**config.mk**
```make
export PLATFORM = sky130hd
export DESIGN_NAME = ifu_flat
export DESIGN_NICKNAME = d
export VERILOG_FILES = /design/src/rtl/ifu_pkg.sv /design/src/rtl/ifu_if.sv /design/src/rtl/ifu_queue.sv /design/src/rtl/ifu.sv /design/src/flat_wrapper.sv
export SDC_FILE = /design/constraint.sdc
export NUM_CORES = 1
export LEC_CHECK = 0
export CORE_MARGIN = 4
export CORE_UTILIZATION = 40
export DETAILED_ROUTE_END_ITERATION = 6
export SLEW_MARGIN = 15
export SYNTH_ARGS = -nofsm -noshare
export SYNTH_HDL_FRONTEND = slang
export SYNTH_HIERARCHICAL = 1
export SYNTH_SLANG_ARGS = --single-unit
```
**constraint.sdc**
```tcl
create_clock -name clk -period 3.73 [get_ports clk]
set_input_delay 0.5595 -clock clk [delete_from_list [all_inputs] [get_ports clk]]
set_output_delay 0.5595 -clock clk [all_outputs]
set_load 0.05 [all_outputs]
```
**src/rtl/ifu_pkg.sv**
```systemverilog
// Shared widths, reset address, NOP encoding and the queue entry layout for the
// instruction fetch unit.
package ifu_pkg;
  localparam int PC_W    = 64;
  localparam int INST_W  = 32;
  localparam int ENTRY_W = PC_W + INST_W;

  localparam logic [PC_W-1:0]   RESET_PC_DEF = 64'h0000_0000_8000_0000;
  localparam logic [INST_W-1:0] NOP_INST     = 32'h0000_0013;

  typedef struct packed {
    logic [PC_W-1:0]   pc;
    logic [INST_W-1:0] inst;
  } fetch_entry_t;

  function automatic logic [PC_W-1:0] align_pc(input logic [PC_W-1:0] pc);
    return {pc[PC_W-1:2], 2'b00};
  endfunction
endpackage

```
**src/rtl/ifu_if.sv**
```systemverilog
// Fetch unit signal bundle: redirect from the back end, instruction memory
// request/response, and the decoded-side output queue head.
//
// Handshakes: a request transfers on a cycle where imem_req_valid and
// imem_req_ready are both 1; the queue head transfers on a cycle where out_valid
// and out_ready are both 1. A valid that is up and not yet accepted keeps its
// payload stable unless a redirect intervenes. Responses have no ready and
// arrive in request order, one per accepted request.
interface ifu_if;
  import ifu_pkg::*;

  logic                redirect_valid;
  logic [PC_W-1:0]     redirect_pc;
  logic                imem_req_valid;
  logic                imem_req_ready;
  logic [PC_W-1:0]     imem_req_addr;
  logic                imem_resp_valid;
  logic [INST_W-1:0]   imem_resp_inst;
  logic                out_valid;
  logic                out_ready;
  logic [PC_W-1:0]     out_pc;
  logic [INST_W-1:0]   out_inst;

  modport master (
    input  redirect_valid, redirect_pc, imem_req_ready, imem_resp_valid,
           imem_resp_inst, out_ready,
    output imem_req_valid, imem_req_addr, out_valid, out_pc, out_inst
  );

  modport slave (
    output redirect_valid, redirect_pc, imem_req_ready, imem_resp_valid,
           imem_resp_inst, out_ready,
    input  imem_req_valid, imem_req_addr, out_valid, out_pc, out_inst
  );
endinterface

```
**src/rtl/ifu_queue.sv**
```systemverilog
// Synchronous instruction queue of {pc, inst} entries with flush; head is read
// straight from storage so an entry shows the cycle after it is written.
module ifu_queue
  import ifu_pkg::*;
#(
  parameter int DEPTH = 4
) (
  input  logic                     clk,
  input  logic                     rst,
  input  logic                     flush_i,
  input  logic                     push_i,
  input  fetch_entry_t             wdata_i,
  input  logic                     pop_i,
  output fetch_entry_t             rdata_o,
  output logic                     full_o,
  output logic                     empty_o,
  output logic [$clog2(DEPTH):0]   count_o
);
  localparam int PW = $clog2(DEPTH);

  fetch_entry_t    entries_q [DEPTH];
  logic [PW-1:0]   wr_ptr_q, rd_ptr_q;
  logic [PW:0]     count_q;
  logic            do_push, do_pop;

  assign full_o  = (count_q == (PW+1)'(DEPTH));
  assign empty_o = (count_q == '0);
  assign count_o = count_q;
  assign rdata_o = entries_q[rd_ptr_q];

  // A full queue still accepts a write when the head leaves in the same cycle.
  assign do_push = push_i & (~full_o | pop_i);
  assign do_pop  = pop_i & ~empty_o;

  always_ff @(posedge clk) begin
    if (rst || flush_i) begin
      wr_ptr_q <= '0;
      rd_ptr_q <= '0;
      count_q  <= '0;
    end else begin
      if (do_push) wr_ptr_q <= wr_ptr_q + 1'b1;
      if (do_pop)  rd_ptr_q <= rd_ptr_q + 1'b1;
      case ({do_push, do_pop})
        2'b10:   count_q <= count_q + 1'b1;
        2'b01:   count_q <= count_q - 1'b1;
        default: count_q <= count_q;
      endcase
    end
  end

  always_ff @(posedge clk) begin
    if (do_push && !rst && !flush_i) entries_q[wr_ptr_q] <= wdata_i;
  end
endmodule

```
**src/rtl/ifu.sv**
```systemverilog
// Instruction fetch unit: credit-limited sequential fetch, in-order response
// tagging through a pc FIFO, redirect with stale-response dropping.
module ifu
  import ifu_pkg::*;
#(
  parameter logic [PC_W-1:0] RESET_PC = RESET_PC_DEF,
  parameter int              QDEPTH   = 4
) (
  input  logic     clk,
  input  logic     rst,
  ifu_if.master    bus
);
  localparam int PW     = $clog2(QDEPTH);
  localparam int CW     = PW + 1;
  localparam int CSUM_W = CW + 1;

  logic [PC_W-1:0] fetch_pc_q, fetch_pc_d;
  logic [CW-1:0]   inflight_q, inflight_d;
  logic [CW-1:0]   drop_cnt_q, drop_cnt_d;

  // Addresses of accepted requests, popped by every response, stale or not.
  logic [PC_W-1:0] pcf_mem_q [QDEPTH];
  logic [PW-1:0]   pcf_wr_q, pcf_rd_q;

  logic            req_valid, req_fire, resp_fire, enq, deq, out_vld;
  logic [CSUM_W-1:0] credit_sum;
  logic            q_full, q_empty;
  logic [CW-1:0]   q_count;
  fetch_entry_t    q_wdata, q_rdata;

  assign credit_sum = {1'b0, inflight_q} + {1'b0, q_count};
  assign req_valid  = ~rst & ~bus.redirect_valid & (credit_sum < CSUM_W'(QDEPTH));
  assign req_fire   = req_valid & bus.imem_req_ready;
  assign resp_fire  = bus.imem_resp_valid;

  // Responses in a redirect cycle or while drops are pending never enter the queue.
  assign enq     = resp_fire & ~bus.redirect_valid & (drop_cnt_q == '0) & (~q_full | deq);
  assign out_vld = ~rst & ~bus.redirect_valid & ~q_empty;
  assign deq     = out_vld & bus.out_ready;

  assign q_wdata.pc   = pcf_mem_q[pcf_rd_q];
  assign q_wdata.inst = bus.imem_resp_inst;

  always_comb begin
    fetch_pc_d = fetch_pc_q;
    inflight_d = inflight_q + CW'(req_fire) - CW'(resp_fire);
    drop_cnt_d = drop_cnt_q;
    if (bus.redirect_valid) begin
      fetch_pc_d = align_pc(bus.redirect_pc);
      drop_cnt_d = inflight_d;
    end else begin
      if (req_fire) fetch_pc_d = fetch_pc_q + 64'd4;
      if (resp_fire && drop_cnt_q != '0) drop_cnt_d = drop_cnt_q - 1'b1;
    end
  end

  always_ff @(posedge clk) begin
    if (rst) begin
      fetch_pc_q <= align_pc(RESET_PC);
      inflight_q <= '0;
      drop_cnt_q <= '0;
      pcf_wr_q   <= '0;
      pcf_rd_q   <= '0;
    end else begin
      fetch_pc_q <= fetch_pc_d;
      inflight_q <= inflight_d;
      drop_cnt_q <= drop_cnt_d;
      if (req_fire)  pcf_wr_q <= pcf_wr_q + 1'b1;
      if (resp_fire) pcf_rd_q <= pcf_rd_q + 1'b1;
    end
  end

  always_ff @(posedge clk) begin
    if (req_fire) pcf_mem_q[pcf_wr_q] <= fetch_pc_q;
  end

  ifu_queue #(.DEPTH(QDEPTH)) u_queue (
    .clk     (clk),
    .rst     (rst),
    .flush_i (bus.redirect_valid),
    .push_i  (enq),
    .wdata_i (q_wdata),
    .pop_i   (deq),
    .rdata_o (q_rdata),
    .full_o  (q_full),
    .empty_o (q_empty),
    .count_o (q_count)
  );

  assign bus.imem_req_valid = req_valid;
  assign bus.imem_req_addr  = fetch_pc_q;
  assign bus.out_valid      = out_vld;
  assign bus.out_pc         = out_vld ? q_rdata.pc : '0;
  assign bus.out_inst       = out_vld ? q_rdata.inst : '0;
endmodule

```
**src/flat_wrapper.sv**
```systemverilog
// flat-port wrapper written by rule: the top's interface ports become plain ports
module ifu_flat import ifu_pkg::*;
#(
  parameter logic [PC_W-1:0] RESET_PC = RESET_PC_DEF,
  parameter int              QDEPTH   = 4
)
  (clk, rst, bus_redirect_valid, bus_redirect_pc, bus_imem_req_ready, bus_imem_resp_valid, bus_imem_resp_inst, bus_out_ready, bus_imem_req_valid, bus_imem_req_addr, bus_out_valid, bus_out_pc, bus_out_inst);
  ifu_if bus_i ();
  input  logic clk;
  input  logic rst;
  input wire logic [$bits(bus_i.redirect_valid)-1:0] bus_redirect_valid;
  input wire logic [$bits(bus_i.redirect_pc)-1:0] bus_redirect_pc;
  input wire logic [$bits(bus_i.imem_req_ready)-1:0] bus_imem_req_ready;
  input wire logic [$bits(bus_i.imem_resp_valid)-1:0] bus_imem_resp_valid;
  input wire logic [$bits(bus_i.imem_resp_inst)-1:0] bus_imem_resp_inst;
  input wire logic [$bits(bus_i.out_ready)-1:0] bus_out_ready;
  output wire logic [$bits(bus_i.imem_req_valid)-1:0] bus_imem_req_valid;
  output wire logic [$bits(bus_i.imem_req_addr)-1:0] bus_imem_req_addr;
  output wire logic [$bits(bus_i.out_valid)-1:0] bus_out_valid;
  output wire logic [$bits(bus_i.out_pc)-1:0] bus_out_pc;
  output wire logic [$bits(bus_i.out_inst)-1:0] bus_out_inst;
  assign bus_i.redirect_valid = bus_redirect_valid;
  assign bus_i.redirect_pc = bus_redirect_pc;
  assign bus_i.imem_req_ready = bus_imem_req_ready;
  assign bus_i.imem_resp_valid = bus_imem_resp_valid;
  assign bus_i.imem_resp_inst = bus_imem_resp_inst;
  assign bus_i.out_ready = bus_out_ready;
  assign bus_imem_req_valid = bus_i.imem_req_valid;
  assign bus_imem_req_addr = bus_i.imem_req_addr;
  assign bus_out_valid = bus_i.out_valid;
  assign bus_out_pc = bus_i.out_pc;
  assign bus_out_inst = bus_i.out_inst;
  ifu #(.RESET_PC(RESET_PC), .QDEPTH(QDEPTH)) u_core (.clk(clk), .rst(rst), .bus(bus_i));
endmodule
```
==> results.py <==
metrics = {
    "clocking": {
        "cts_made_buffers": 74,
        "cts.sinks": 715,
        "cts_resized": 0,
        "cts_setup_buffers": 0,
        "clockBufferDepth": 3,
        "clk_latency_ns": 0.62,
        "clockRootBuffer": "clkbuf_16",
        "cts.hold.buffers_added": 0,
        "h-tree-depth": 3,
        "cts_tree": "done",
        "path_clk_slew_ns": 0.06,
    },
    "logic_synthesis": {
        "synthFlopType": "edfxtp_1",
        "ys_ff_latch": 715,
        "syn_inst": 1563,
        "seq_area_frac_synth_pct": 73.0,
        "synth_area_leaders": "edfxtp_1 67%, mux4_2 13%, dfxtp_1 5.9%",
        "synth.avg_cell_area_um2": 18.1,
        "synthArstFlopShare_pct": 0,
        "synth_edf_count": 632,
        "synthDistinctLibCells": 68,
        "synth_area_leader_cell": "edfxtp_1",
        "syn-cell-area_um2": 28300,
        "synth_top_area_share_pct": 67.1,
        "ys_warn_count": 6,
    },
    "detailed_routing": {
        "drt_pass1_iterations": 5,
        "drc_errors": 0,
        "ant_nets": 0,
        "vias": 15600,
        "wirelength_um": 68800,
        "drt_iter0_markers": 1312,
        "vias_per_cell": 5.39,
        "avgRoutedWirePerCell_um": 23.8,
    },
    "critical_path": {
        "r2r_end": "u_core/u_queue/count_o[2]$_SDFFE_PP0P_",
        "arrival_ns": 2.77,
        "cp-startpoint": "u_core/u_queue/count_o[1]$_SDFFE_PP0P_",
        "worst_setup_path_start_kind": "flip-flop",
        "end_kind": "primary output",
        "path_cells": "nor3_1 > nor3_2 > buf_4 > clkdlybuf4s50_1",
        "crit_end": "bus_out_valid",
        "max_stage_delay_ns": 0.91,
        "rr_startpoint": "u_core/u_queue/count_o[1]$_SDFFE_PP0P_",
        "rrSetupSlack_ns": 0.49,
        "crit_fanout": 55,
        "worstPathRequired_ns": 3.17,
        "path_class": "flip-flop to primary output",
        "crit_slowest_cell": "clkdlybuf4s50_1",
        "reg2reg_depth": 13,
    },
    "grt": {
        "grt_max_degree": 69,
        "gr-total-overflow": 0,
        "antenna_found_initial": 3,
        "grt_pass1_vias": 16000,
        "gr-usage-all-layers_pct": 18.4,
        "grt_pass1_wl_um": 103000,
    },
    "sta": {
        "hold_viol_final": 0,
        "period_needed_ns": 3.33,
        "finClkSkew_ns": 0.0309,
        "finalSetupViolCount": 0,
        "fin_hold_ws_ns": 0.412,
        "fin_ws_ns": 0.399,
        "rsz0062_at_grt": "no",
        "worst_pin_slew_ns": 0.825,
        "maxSlewHeadroom_pct": 45.0,
        "post-route-period-util_pct": 89.3,
        "slew_viol_final": 0,
        "max_freq_mhz": 300,
    },
    "floorplan": {
        "num_rows": 97,
        "die_area_um2": 75000,
        "die_x_um": 274,
        "die_h_um": 274,
        "num_io_pins": 264,
        "core-area_um2": 70000,
        "start_util_pct": 40.4,
    },
    "finish": {
        "layout-drive-gt1-share_pct": 24.2,
        "layoutNonFillerInstCount": 2889,
        "nets": 2010,
        "num_antenna_cells": 0,
        "nFillCells": 5788,
        "fin_area_um2": 35100,
        "syn_to_final_growth_pct": 24.0,
    },
    "pwr": {
        "p_per_area_nw_per_um2": 498,
        "finalPower_uw": 17500,
        "ir_worst_vdd_v": 0.000267,
        "total_leakage_power_uw": 0.0114,
    },
    "place": {
        "place_ws_ns": 0.445,
        "place_inst": 2754,
        "gp_congestion": 0.838,
        "dpl.hpwl_um": 43700,
        "numPortBuffers": 259,
        "placed_area_um2": 32700,
    },
    "outcome": {
        "outcome": "finished, final reports clean",
    },
    "hold_path": {
        "hp-class": "input pin to flip-flop",
    },
    "job": {
        "max_cap_violations": 0,
    },
}
-- where the power goes --
part	internal [µW]	leakage [µW]	switching (µW)
combinational	521	0.00381	751
clock	4120	0.00117	2980
sequential	8940	0.00643	172
-- kinds of logic after synthesis --
family,count (synthesis),share of synthesized area [%]
XOR/XNOR,32,0.991
adder cells (fa/ha/maj),18,0.849
AO/OA/AOI/OAI,149,3.36
buffers and inverters,110,1.71
AND/OR/NAND/NOR,374,7.33
multiplexers,164,12.8
other,1,0.0133
flip-flops,715,73.0
-- through the flow --
| stage | util [%] | setup TNS, ns |
|---|---|---|
| 2_1_floorplan | - | -102.81 |
| 3_3_place_gp | 46.7 | 0 |
| 3_5_place_dp | 46.7 | 0 |
| 4_1_cts | 50.1 | 0 |
| 5_1_grt | 50.1 | 0 |
| 6_report | 50.1 | 0 |
-- critical path, delay by kind of cell (launching register included) --
kind | cells | cell delay, ns
simple gates | 2 | 0.31
buf+inv | 2 | 1.37
flops | 1 | 0.42
-- layout make-up --
| cell class | count | area [µm²] | share of cell area (%) |
|---|---|---|---|
| clock buffer | 90 | 1960 | 5.60 |
| clock inverter | 45 | 384 | 1.09 |
| inverter | 23 | 86.3 | 0.246 |
| multi-input combinational | 747 | 7230 | 20.6 |
| sequential | 715 | 20700 | 58.9 |
| tap | 940 | 1180 | 3.35 |
| timing repair buffer | 329 | 3590 | 10.2 |
-- synthesized netlist by cell type (3+ instances only) --
| cell type | n |
|---|---|
| a211oi_1 | 7 |
| a21o_1 | 4 |
| a21oi_1 | 39 |
| a221oi_1 | 5 |
| a22oi_1 | 8 |
| a31oi_1 | 21 |
| a32oi_1 | 3 |
| and2_1 | 104 |
| and3_1 | 20 |
| and3_2 | 4 |
| and4_1 | 7 |
| buf_1 | 16 |
| buf_2 | 14 |
| buf_6 | 6 |
| clkbuf_1 | 48 |
| dfxtp_1 | 83 |
| edfxtp_1 | 632 |
| ha_1 | 16 |
| inv_1 | 22 |
| mux2i_1 | 5 |
| mux4_2 | 158 |
| nand2_1 | 69 |
| nand3_1 | 26 |
| nand4_1 | 26 |
| nor2_1 | 52 |
| nor2b_1 | 3 |
| nor3_1 | 22 |
| nor4_1 | 11 |
| o211a_1 | 3 |
| o211ai_1 | 4 |
| o21ai_0 | 26 |
| o22ai_1 | 11 |
| o31ai_1 | 3 |
| or2_2 | 3 |
| or3_1 | 8 |
| or4_1 | 5 |
| xnor2_1 | 20 |
| xor2_1 | 12 |
-- placed cells by master (no fill, tap or decap), drive strengths merged, types with 4 or more instances in the layout --
cell type	count
o21ai	27
a21o	5
dfxtp	83
mux2i	5
and2	105
o31ai	4
o22ai	11
nor4	13
xnor2	20
ha	16
edfxtp	632
mux4	158
and4	8
a31oi	21
a211oi	7
or2	4
or4	7
nor3	22
a22oi	8
or3	8
nand4	28
nand2	69
nand3	26
inv	28
bufinv	5
buf	168
clkinv	34
nor2	52
a21oi	39
xor2	12
o211ai	4
and3	24
a221oi	5
clkdlybuf4s50	161
clkbuf	90
conb	10
-- routing by layer --
| metal | GRT usage, % | part of all wire [%] |
|---|---|---|
| met3 | 4.12 | 7.4 |
| met4 | 4.71 | 1.8 |
| met5 | 0 | 0 |
| met1 | 24.8 | 42 |
| met2 | 30.5 | 49 |
-- sequential cells by signal, summed over array words and instances, names as in the netlist, named ones only --
register,count
u_core/u_queue/wr_ptr_q,2
u_core/drop_cnt_q,3
u_core/pcf_wr_q,2
u_core/bus.imem_req_addr,62
u_core/u_queue/count_o,3
u_core/u_queue/entries_q,384
u_core/pcf_rd_q,2
u_core/u_queue/rd_ptr_q,2
u_core/pcf_mem_q,248
u_core/inflight_q,3
-- how the worst min path moves through the flow --
stage                                                      endpoint                               startpoint  cells after the start  slack [ns]
after global routing      u_core/bus.imem_req_addr[53]$_SDFFE_PP0P_                                      rst                      4        0.42
after global placement                                    flip-flop  u_core/u_queue/rd_ptr_q[1]$_SDFFE_PP0P_                      2        0.47
after CTS                 u_core/bus.imem_req_addr[53]$_SDFFE_PP0P_                                      rst                      4        0.35
after detailed placement                                  flip-flop  u_core/u_queue/rd_ptr_q[0]$_SDFFE_PP0P_                      2        0.48
after floorplan                                           flip-flop  u_core/u_queue/rd_ptr_q[1]$_SDFFE_PP0P_                      2        0.46
final                     u_core/bus.imem_req_addr[53]$_SDFFE_PP0P_                                      rst                      4        0.41
(Power assumes the default switching activity.)
